--- src/rtl/mem_access_unit.sv ---
// Load/store initiator for a word-wide RAM port: byte-lane alignment, splitting of
// word-crossing accesses, and load data reassembly with sign/zero extension.
module mem_access_unit #(
    parameter bit MISALIGN_SPLIT = 1'b1,
    localparam int unsigned DW  = 32,
    localparam int unsigned AW  = 32,
    localparam int unsigned WAW = 30,
    localparam int unsigned MW  = 4
) (
    input  logic          clk,
    input  logic          reset,
    input  logic          req_valid_i,
    output logic          req_ready_o,
    input  logic          req_we_i,
    input  logic [1:0]    req_size_i,
    input  logic          req_unsigned_i,
    input  logic [AW-1:0] req_addr_i,
    input  logic [DW-1:0] req_wdata_i,
    output logic          resp_valid_o,
    output logic [DW-1:0] resp_rdata_o,
    output logic          resp_err_o,
    output logic          mem_en_n_o,
    output logic [AW-1:0] mem_addr_o,
    output logic [DW-1:0] mem_wdata_o,
    output logic [MW-1:0] mem_wr_mask_o,
    input  logic [DW-1:0] mem_rdata_i
);

    typedef enum logic [2:0] {IDLE, ACC0, ACC1, WAIT, RESP} state_t;

    state_t state, state_next;

    logic           we_q, uns_q, split_q;
    logic [1:0]     size_q, off_q;
    logic [DW-1:0]  wdata_q, lo_q;
    logic [WAW-1:0] waddr_q;

    logic           accept, in_split, in_err, idle;
    logic [2:0]     in_n;
    logic           sel_we;
    logic [1:0]     sel_size, sel_off;
    logic [DW-1:0]  sel_wdata;
    logic [WAW-1:0] sel_waddr;
    logic [MW-1:0]  be4;
    logic [2*MW-1:0] be8;
    logic [2*DW-1:0] wd64;
    logic [DW-1:0]  rd_lo, rd_hi, ld_word, ld_ext;

    logic           ready_d, resp_valid_d, resp_err_d, en_n_d;
    logic [DW-1:0]  rdata_d, wdata_d;
    logic [AW-1:0]  addr_d;
    logic [MW-1:0]  mask_d;

    // Request decode; the accepting cycle works straight from the inputs
    always_comb begin
        idle   = (state == IDLE);
        accept = idle && req_valid_i && req_ready_o;
        case (req_size_i)
            2'b00:   in_n = 3'd1;
            2'b01:   in_n = 3'd2;
            default: in_n = 3'd4;
        endcase
        in_split = (3'(req_addr_i[1:0]) + in_n) > 3'd4;
        in_err   = (req_size_i == 2'b11) || (in_split && !MISALIGN_SPLIT);

        sel_we    = idle ? req_we_i          : we_q;
        sel_size  = idle ? req_size_i        : size_q;
        sel_off   = idle ? req_addr_i[1:0]   : off_q;
        sel_wdata = idle ? req_wdata_i       : wdata_q;
        sel_waddr = idle ? req_addr_i[31:2]  : waddr_q;

        case (sel_size)
            2'b00:   be4 = 4'b0001;
            2'b01:   be4 = 4'b0011;
            default: be4 = 4'b1111;
        endcase
        // Low half feeds the first word, high half the spill into the next word
        be8  = 8'(be4) << sel_off;
        wd64 = 64'(sel_wdata) << {sel_off, 3'b000};
    end

    // Load reassembly: hi is only meaningful for split loads
    always_comb begin
        rd_lo   = split_q ? lo_q : mem_rdata_i;
        rd_hi   = split_q ? mem_rdata_i : '0;
        ld_word = 32'({rd_hi, rd_lo} >> {off_q, 3'b000});
        case (size_q)
            2'b00:   ld_ext = uns_q ? {24'b0, ld_word[7:0]}
                                    : {{24{ld_word[7]}}, ld_word[7:0]};
            2'b01:   ld_ext = uns_q ? {16'b0, ld_word[15:0]}
                                    : {{16{ld_word[15]}}, ld_word[15:0]};
            default: ld_ext = ld_word;
        endcase
    end

    always_ff @(posedge clk) begin
        if (reset) state <= IDLE;
        else       state <= state_next;
    end

    // Next state and next values of the registered outputs
    always_comb begin
        state_next   = state;
        ready_d      = 1'b0;
        resp_valid_d = 1'b0;
        resp_err_d   = 1'b0;
        rdata_d      = '0;
        en_n_d       = 1'b1;
        mask_d       = '0;
        addr_d       = mem_addr_o;
        wdata_d      = mem_wdata_o;

        case (state)
            IDLE: if (accept) state_next = in_err ? RESP : ACC0;
            ACC0: begin
                if (split_q)   state_next = ACC1;
                else if (we_q) state_next = RESP;
                else           state_next = WAIT;
            end
            ACC1:    state_next = we_q ? RESP : WAIT;
            WAIT:    state_next = RESP;
            RESP:    state_next = IDLE;
            default: state_next = IDLE;
        endcase

        ready_d      = (state_next == IDLE);
        resp_valid_d = (state_next == RESP);
        resp_err_d   = idle && (state_next == RESP);
        if (state == WAIT) rdata_d = ld_ext;

        if (state_next == ACC0) begin
            en_n_d = 1'b0;
            addr_d = {2'b00, sel_waddr};
            if (sel_we) begin
                mask_d  = be8[3:0];
                wdata_d = wd64[31:0];
            end
        end else if (state_next == ACC1) begin
            en_n_d = 1'b0;
            addr_d = {2'b00, sel_waddr + 30'd1};
            if (sel_we) begin
                mask_d  = be8[7:4];
                wdata_d = wd64[63:32];
            end
        end
    end

    // Request latch and first-word capture for split loads
    always_ff @(posedge clk) begin
        if (reset) begin
            we_q    <= 1'b0;
            uns_q   <= 1'b0;
            split_q <= 1'b0;
            size_q  <= '0;
            off_q   <= '0;
            wdata_q <= '0;
            waddr_q <= '0;
            lo_q    <= '0;
        end else begin
            if (accept) begin
                we_q    <= req_we_i;
                uns_q   <= req_unsigned_i;
                split_q <= in_split;
                size_q  <= req_size_i;
                off_q   <= req_addr_i[1:0];
                wdata_q <= req_wdata_i;
                waddr_q <= req_addr_i[31:2];
            end
            if (state == ACC1) lo_q <= mem_rdata_i;
        end
    end

    always_ff @(posedge clk) begin
        if (reset) begin
            req_ready_o   <= 1'b0;
            resp_valid_o  <= 1'b0;
            resp_rdata_o  <= '0;
            resp_err_o    <= 1'b0;
            mem_en_n_o    <= 1'b1;
            mem_addr_o    <= '0;
            mem_wdata_o   <= '0;
            mem_wr_mask_o <= '0;
        end else begin
            req_ready_o   <= ready_d;
            resp_valid_o  <= resp_valid_d;
            resp_rdata_o  <= rdata_d;
            resp_err_o    <= resp_err_d;
            mem_en_n_o    <= en_n_d;
            mem_addr_o    <= addr_d;
            mem_wdata_o   <= wdata_d;
            mem_wr_mask_o <= mask_d;
        end
    end

endmodule

--- config.mk ---
export PLATFORM = sky130hd
export DESIGN_NAME = mem_access_unit
export DESIGN_NICKNAME = d
export VERILOG_FILES = /design/src/rtl/mem_access_unit.sv
export SDC_FILE = /design/constraint.sdc
export NUM_CORES = 1
export LEC_CHECK = 0
export ABC_AREA = 0
export CORE_MARGIN = 3
export CORE_UTILIZATION = 36
export DETAILED_ROUTE_END_ITERATION = 8
export PLACE_DENSITY_LB_ADDON = 0.1
export RECOVER_POWER = 50
export SLEW_MARGIN = 30
export SYNTH_ARGS = -nofsm -noshare
export SYNTH_HDL_FRONTEND = slang
export SYNTH_SLANG_ARGS = --single-unit
--- constraint.sdc ---
create_clock -name clk -period 4 [get_ports clk]
set_input_delay 0.8 -clock clk [delete_from_list [all_inputs] [get_ports clk]]
set_output_delay 0.8 -clock clk [all_outputs]
set_load 0.05 [all_outputs]
## Yosys cells after proc, flatten, opt, wreduce, memory -nomap -nowiden

Index checks and enable logic that the tools add are counted.

- Logic and storage cells: 76
- Flip-flop bits (word level): 206
- Output and inout port bits: 104
- Input port bits: 103

- Shifts and indexed selects: 3
- Magnitude comparators: 1
- Add/subtract/negate cells: 2
- Equality and inequality tests: 12
- Muxes and demuxes: 29
- Reductions and logical operators: 11
- Bitwise gates (word level): 1

Operator list:

| kind | number |
|---|---|
| $mux 32 | 9 |
| $mux 30 | 3 |
| $pmux 32 s2 | 1 |
| $shl 32x5->64 | 1 |
| $shr 64x5->32 | 1 |
| $add 30x1->30 const B | 1 |
| $mux 4 | 4 |
| $mux 3 | 4 |
| $pmux 3 s4 | 1 |
| $eq 3x2->1 const B | 3 |
| $pmux 4 s2 | 1 |
| $shl 4x2->8 | 1 |
| $eq 2x1->1 const B | 3 |
| $eq 3x1->1 const B | 2 |
| $logic_not 2->1 | 3 |
| $logic_not 3->1 | 2 |
| $pmux 3 s2 | 1 |
| $mux 2 | 2 |
| $ne 2x2->1 const B | 2 |
| $add 2x3->3 | 1 |
| $eq 3x3->1 const B | 1 |
| $gt 3x3->1 const B | 1 |
| $logic_and 1x1->1 | 3 |
| $mux 1 | 3 |
| 5 further kinds | 5 |

## Depth between registers and ports, before layout

Gate-level depths: netlist (run 1).

- Depth in word-level cells: 8
- Gate-level depth with buffers: 14
- Mapped depth without buffers: 9

## Worst setup path before layout (run 1)

Ideal clock, no wire load.

- Path kind: flip-flop to flip-flop
- From: reg state[2]
- To: reg mem_addr_o[26]
- Library setup time: 0.138 ns
- Arrival time: 2.715 ns
- Slack: 1.146 ns
- Data required time: 3.862 ns
- Buffers on the path: 5
- Stages on the path, launching flop included: 14
- Cells stage by stage: dfxtp_1 or3_4 buf_6 buf_2 buf_2 buf_2 nand2_1 nand2_1 ha_1 o21a_1 o2111ai_2 buf_2 o41ai_1 o211ai_1

- Cells in the longest elaborated chain, start to end: 7

Ends and longest elaborated chain:

| what | RTL line | RTL |
|---|---|---|
| from (decl) | 31 | `state_t state, state_next;` |
| from (signal assigned) | 98 | `else state <= state_next;` |
| branches (longest 7 deep; another with $add 30x1->30) | n/a |  |
| to (signal assigned) | 189 | `mem_addr_o <= addr_d;` |
| to (decl) | 23 | `output logic [AW-1:0] mem_addr_o,` |

Several ways; the timed one is not identified. The select of a mux whose other input is x is not followed.
A chain may end at the register's enable or synchronous reset.

## Worst setup path in the final report (run 1)

Ends and elaborated chain as after synthesis.

==> run summary, run 1 <==
The fraction of post-synthesis cell area in the top cell type by area works out to 0.365. For the worst vdd rail ir drop, the log shows 0.360 mV. For the final net count, the log shows 1640.

In this run the horizontal extent of the chip is 183 um. Counting flops and latches in the post-synthesis netlist gives 206. In the synthesized netlist, the cells that appear most often are 308 x nand2_1, 206 x dfxtp_1, 167 x a21oi_1. The clock arrives with 12.7 ps of skew. Along the worst path, the maximum fanout reaches 15. Fraction of layout instances using a drive strength above 1: 0.0954. Across all setup checks in the final design, the least slack found is 733 ps.

No sink is reached through more buffers than the 3 on the longest clock path. The dominant cell type by area after synthesis was dfxtp_1. The starting density of the core was 0.367; the die area was 33500 um2.

For the number of placed I/O pins, the log shows 207. The synthesized design contains 0 enable-type register cells. The pin count of the biggest net entering global routing was 149. Setup violations remaining at the end of the flow were counted as 0. The cell count after synthesis came out at 1389. The run gives 0.205 as the global-route total usage across every layer.

The tools report the final HPWL from detailed placement as 24400 um. After global routing, the most crowded layer is met1. By startpoint and endpoint, the worst setup path is classified as reg2reg. Buffers inserted to repair hold after CTS numbered 0. Summed area of non-filler cells in the final layout: 14500 um2. The post-route fraction of the period consumed by the critical path came out at 0.817. Setup repair after global routing left no endpoint under its margin. Setup total negative slack on the finished layout was measured at 0 ps.

The worst hold path class is reg2reg. Average wire length per cell after detail routing: 18.6 um. TritonCTS built the clock tree. The core region is 30700 um2.

Before antenna repair, the detailed router went through 5 iterations. The logs give 0.316 for the global routing usage on met1 and 206 for the number of clock sinks. Once the clock tree was built, the setup fixing pass inserted 0 buffers.

Excluding fillers, the count of instances in the completed layout stands at 1948. The share of the yosys chip area belonging to registers was 0.365. The fraction of registers with async set/reset works out to 0. The minimum setup slack after placement was 493 ps.

The tree is rooted in a clkbuf_16. The design draws 9.42 mW. The placed instance area came out at 13600 um2.

The initialized floorplan defines 64 standard-cell rows. The Yosys step of the flow raised 0 warnings. The number of placed instances, taps included, is 1903.

The met3 layer usage reported by global route is 0.0353. For this run, design rule violations remaining after detail routing come to 0. The area growth from synthesis to layout works out to 28.1%.

Subtracting the final worst setup slack from the clock period gives 3270 ps. Clock latency on the worst-skew pair, taken at its later pin, is 520 ps. Once the clock tree was built, the resizer swapped 0 gates to a different size.

The slew at the pin closest to its max-slew limit was 1970 ps. After detailed routing, the total wire length is 36200 um. The count of H-tree levels built during CTS was 1. The run gives 10800 as the via count of the routed design. Port buffering added 204 buffers. Power spread over the standard cell area amounts to 652 nW/um2. Max-cap violations in this run came to 2. The reg-to-reg setup timing slack was 730 ps. The initial antenna violation count was 1. On the final layout, the worst hold slack is 453 ps. The run gives 0 as the number of nets with antenna violations after detailed routing.

The tools report the via count of the first global-routing pass as 9894. The clock transition at the registers of the reported paths came out at 60 ps. The flow ran to the end, but the final reports show violations. Counting the buffers created by CTS gives 25.

The via count normalized by instance count was 5.55. Summed over all layers, the global routing overflow is 0. By area the synthesized netlist is led by dfxtp_1 37%, nand2_1 10%, mux2i_1 8.3%.

The predominant post-synthesis flop cell was dfxtp_1. The total count of hold-check failures in the final report was 0; the critical path data required time was 4430 ps. The first global-routing pass estimated 56800 um of wire.

In this run, the number of DRC markers left after iteration 0 of detailed routing was 749. The met2 usage in global routing is 0.300, and the netlist area before placement is 11300 um2. Data on the critical path arrives at its endpoint at 3700 ps.

The synthesized netlist contains 78 unique library cells. The tools report the sort of element at the start of the critical path as a register. The average instance in the mapped netlist occupies 8.12 um2. Among all cell types in the netlist, the one instantiated most often is nand2_1. Final-layout fill cell count: 3047. The share of the core filled with cells is 0.470.

Routability-driven placement finished with a final weighted congestion of 0.828. The logs give -0.313 for the relative max-transition margin and 306 MHz for the fmax. The leakage dissipation was 5.27 nW.

STA classifies the critical path endpoint as a register. The die is 183 um tall. Max-slew violation count: 109. The checks that failed: capacitance limit, slew limit.
==> sequential cells by signal, summed over array words and instances, names as in the netlist <==
name / flops
resp_valid_o: 1
lo_q: 32
we_q: 1
mem_en_n_o: 1
resp_err_o: 1
mem_wr_mask_o: 4
size_q: 2
waddr_q: 30
split_q: 1
mem_addr_o: 30
uns_q: 1
wdata_q: 32
off_q: 2
mem_wdata_o: 32
req_ready_o: 1
state: 3
resp_rdata_o: 32
==> path summary, 6_finish.rpt <==
| check | start | endpoint | cells after the start |
|---|---|---|---|
| max | state[2] | mem_addr_o[26] | 9 |
| max reg2reg | state[2] | mem_addr_o[26] | 9 |
| min | lo_q[0] | lo_q[0] | 2 |
| min reg2reg | lo_q[0] | lo_q[0] | 2 |
==> report_power, final <==
| group | total, mW | switching (mW) | internal, mW | leakage, nW |
|---|---|---|---|---|
| combinational | 4.20 | 2.73 | 1.47 | 3.14 |
| clock | 2.56 | 0.913 | 1.65 | 0.456 |
| sequential | 2.66 | 0.269 | 2.39 | 1.67 |
==> cell families after synthesis <==
kind of cell,after synthesis,synth area share
and+or+nand+nor,538,0.216
AOI/OAI and AO/OA,367,0.212
DFF,206,0.365
muxes,145,0.148
buffers and inverters,123,0.0498
xor gates and xnor gates,6,0.00466
adders and majority gates,3,0.00399
other,1,0.000332
==> per-layer routing <==
metal / part of all wire / routed length [um]
met1: 0.50 / 18000
met2: 0.43 / 15400
met3: 0.060 / 2180
met4: 0.016 / 584
met5: 0 / 0
==> area by class of cell <==
class	count	area [um2]	share of cell area
timing repair buffer	233	2250	0.155
sequential	206	4130	0.286
clock buffer	31	678	0.0469
clock inverter	13	244	0.0169
multi-input combinational	1061	6640	0.459
inverter	7	26.3	0.00182
antenna	1	2.50	0.000173
tap	396	495	0.0343
==> cell usage in the layout (no fill, tap or decap), types with 6 or more instances in the layout <==
| cell type | n |
|---|---|
| a31oi_1 | 11 |
| nand3_1 | 46 |
| o31a_1 | 6 |
| xnor2_1 | 6 |
| o311ai_1 | 9 |
| o211a_1 | 9 |
| nand2b_1 | 9 |
| a2bb2oi_1 | 15 |
| nor2_1 | 67 |
| nor3_1 | 20 |
| or4_1 | 6 |
| clkbuf_1 | 8 |
| nor2b_1 | 6 |
| o21ba_2 | 7 |
| o221ai_1 | 16 |
| dfxtp_1 | 205 |
| nand2_1 | 307 |
| nand4_1 | 17 |
| clkbuf_16 | 25 |
| clkdlybuf4s50_1 | 123 |
| mux2i_1 | 92 |
| buf_4 | 24 |
| a211oi_1 | 28 |
| o21a_1 | 9 |
| o22ai_1 | 15 |
| mux2_2 | 38 |
| o211ai_1 | 6 |
| and3_1 | 12 |
| mux4_2 | 11 |
| nor3b_1 | 9 |
| bufinv_16 | 7 |
| nor4b_1 | 6 |
| o21ai_0 | 35 |
| a21oi_1 | 167 |
| dlygate4sd3_1 | 79 |
==> worst max-delay path: stages, from the launching register on <==
cell	delay (ps)
dfxtp_1	300
clkbuf_1	310
nor3_4	540
nand2_1	130
nand2_1	120
ha_1	250
o21a_1	260
o2111ai_2	430
or4_1	640
o211ai_1	180
Power figures use the tool's default switching activity.
==> run 2, diff against run 1 <==
- clock period: 4 -> 3.2 ns (I/O delays scaled with it)
==> run 2 against run 1 <==
Sequential cell count is the same. Global-route usage grew 0.52 points. Critical path type unchanged. The run now ends clean. Maximum frequency grew 16%. Wire length grew 1.2%. Largest power group unchanged.
==> run summary, run 2 (same netlist as run 1, synthesis figures left out) <==
The height of the chip is 183 um (unchanged). The clock root buffer is clkbuf_16. The leftover overflow at the end of global routing is 0 (unchanged). The logs give 0.865 (+4.5%) for the placer congestion estimate and 10.5 ps (-2.18 ps) for the largest clock skew in the final design. The power density of the placed cells was 800 nW/um2 (+23%). The sort of element at the start of the critical path is a register. The number of search-and-repair iterations in the first detailed-routing pass was 5 (unchanged); the clock share of power was 0.251 (-0.021). The run gives 355 MHz (+16%) as the fmax. The area growth from synthesis to layout came out at 29.3%.

The number of placed I/O pins is 207 (unchanged), and the time the worst path needs with I/O delays and setup is 2810 ps (-453 ps). The starting density of the core is 0.367 (unchanged), and the fraction of layout instances using a drive strength above 1 is 0.105 (+0.00924). Leaving out fill and tap cells, the most frequent cell in the layout is nand2_1. The maximum single-stage delay on the critical path was 800 ps (+160 ps). The die width came out at 183 um (unchanged). For the initial antenna violation count, the log shows 1 (unchanged). The library cells used most frequently in the layout, excluding fill and tap cells, are 308 x nand2_1, 205 x dfxtp_1, 167 x a21oi_1. The cell internal power dissipation is 6.76 mW (+23%), and the clock transition at the registers of the reported paths is 60 ps (about the same). The average wire length per cell after detail routing was 18.7 um (+0.41%); the worst vdd rail ir drop was 0.680 mV (+89%). The die area is 33500 um2 (unchanged). The post-route fraction of the period consumed by the critical path came out at 0.879 (+0.0626).

The pin count of the biggest net entering global routing is 83 (-44%), and the summed area of non-filler cells in the final layout is 14600 um2 (+0.92%). Count of buffering cells on the critical path with inverters included: 2 (+1). TritonCTS built the clock tree. The run gives 0 (unchanged) as the count of instances resized after the clock tree is built. The max-capacitance violation count is 0 (-2), and the reported net switching power is 4.92 mW (+26%). The tools report the setup-violating endpoint count in the final report as 0 (unchanged). For the via count of the routed design, the log shows 10800 (+0.21%).

The logs give 0 (unchanged) for the buffer count from post-CTS setup fixing and 520 ps (about the same) for the clock network latency to the later pin of the worst-skew pair. The kind of cell with the highest combined delay along the critical path is simple AND/OR/NAND/NOR gates. The number of buffers inserted by port buffering is 204 (unchanged).

The logs give 0 (unchanged) for the number of hold buffers added after CTS and 0 (unchanged) for the number of nets with antenna violations after detailed routing. The final net count came out at 1655 (+0.91%). The total negative setup slack came out at 0 ps (unchanged).

The switching fraction of total power came out at 0.421 (+0.00636). Global-route total usage across every layer: 0.210 (+0.00524). The placed instance area is 13700 um2 (+1.3%). For the total wirelength of the detailed-routed design, the log shows 36700 um (+1.2%). The critical path data required time is 3570 ps (-860 ps). STA classifies the critical path endpoint as a register. The wire length of the first global-routing pass was 57600 um (+1.4%).

Setup repair after global routing left no endpoint under its margin. The run gives 1 (unchanged) as the count of H-tree levels built during CTS. Library cell contributing the largest single delay on the critical path: nand2_1.

The logs give 206 (unchanged) for the number of clock sinks and 3 (unchanged) for the maximum number of buffers from clock root to sink. The run finished with clean final reports. The relative max-transition margin was 0.187 (+0.500); the share of power burned in registers was 0.288 (+0.006). The critical path goes through nor3_4, buf_4, nand2_1, buf_12, nand2_1, a21oi_1. The max-slew violation count is 0 (-100%), and the total CTS buffers is 25 (unchanged).

The tightest min-delay check is of the reg2reg type. The via count normalized by instance count works out to 5.52 (-0.60%). The most numerous cell type found on the critical path is nand2_1. The slew at the pin closest to its max-slew limit was 1220 ps (-753 ps).

The leakage dissipation was 5.31 nW (+0.76%); the peak fanout along the critical path was 31 (+16). The final HPWL from detailed placement was 25400 um (+3.7%). The category of the most critical setup path was reg2reg.

The critical path data arrival time is 3180 ps (-520 ps). The tools report the remaining routing DRC violations as 0 (unchanged). The initial detailed-routing violation count was 777 (+3.7%); the part of the power in combinational logic was 0.461 (+0.015). The run gives 0 (unchanged) as the total count of hold-check failures in the final report. The tools report the area of the core as 30700 um2 (unchanged). The via count of the first global-routing pass is 10200 (+2.6%), and the placement row count is 64 (unchanged).
[run 2: changes by cell type in the layout (fill, tap and decap cells not counted), moves of 2 or more]
cell	before	now
bufinv_16	7	3
dlygate4sd3_1	79	69
clkdlybuf4s50_1	123	133
clkbuf_1	8	5
nor3_2	4	2
clkbuf_8	3	5
clkinvlp_4	0	3
buf_12	1	8
buf_4	24	35
nor3_1	20	22
[run 2: worst paths after layout]
path | start | slack (ps) | end | cells past startpoint
worst max-delay path | state[0] | 390 | wdata_q[31] | 6
worst min-delay path | mem_addr_o[4] | 450 | mem_addr_o[4] | 2
worst max register to register | state[0] | 390 | wdata_q[31] | 6
worst min register to register | mem_addr_o[4] | 450 | mem_addr_o[4] | 2
[run 2: per-layer routing]
metal / vias up / share of wire / routed length (um) / track usage
li1: 5345 / - / - / -
met1: 5124 / 0.50 / 18400 / 0.322
met2: 324 / 0.43 / 15600 / 0.311
met3: 41 / 0.054 / 2000 / 0.0329
met4: 0 / 0.018 / 659 / 0.0439
met5: - / 0 / 0 / 0
[run 2: worst reg2reg max path, stage by stage (launching register included)]
cell	delay (ps)
dfxtp_1	420
nor3_4	390
buf_4	410
nand2_1	800
buf_12	480
nand2_1	100
a21oi_1	60
[run 2: layout make-up]
class | count | area (um2)
fillers | 3029 | 16200
multi-input cells | 1061 | 6630
flip-flops and latches | 206 | 4130
repair buffers | 248 | 2460
clock buffers | 34 | 709
well taps | 396 | 495
clock inverters | 11 | 139
inverters | 7 | 26.3
diodes | 1 | 2.50
[run 2: stage by stage]
stage	total power, mW	setup slack (ps)	std cells	hold slack, ps	util
6_report	11.7	386	1964	452	0.474
5_1_grt	12.4	155	1964	481	0.474
4_1_cts	11.8	462	1962	456	0.475
3_5_place_dp	8.83	271	1917	449	0.447
3_3_place_gp	8.79	272	1917	441	0.447
2_1_floorplan	7.21	346	1390	433	-
[run 2: power by group through the flow]
stage,Clock [mW],Sequential [mW],Combinational [mW]
finish,2.93,3.37,5.38
global route,3.10,3.42,5.83
CTS,3.00,3.37,5.42
detailed placement,0,3.42,5.41
global placement,0,3.42,5.38
floorplan,0,3.81,3.40
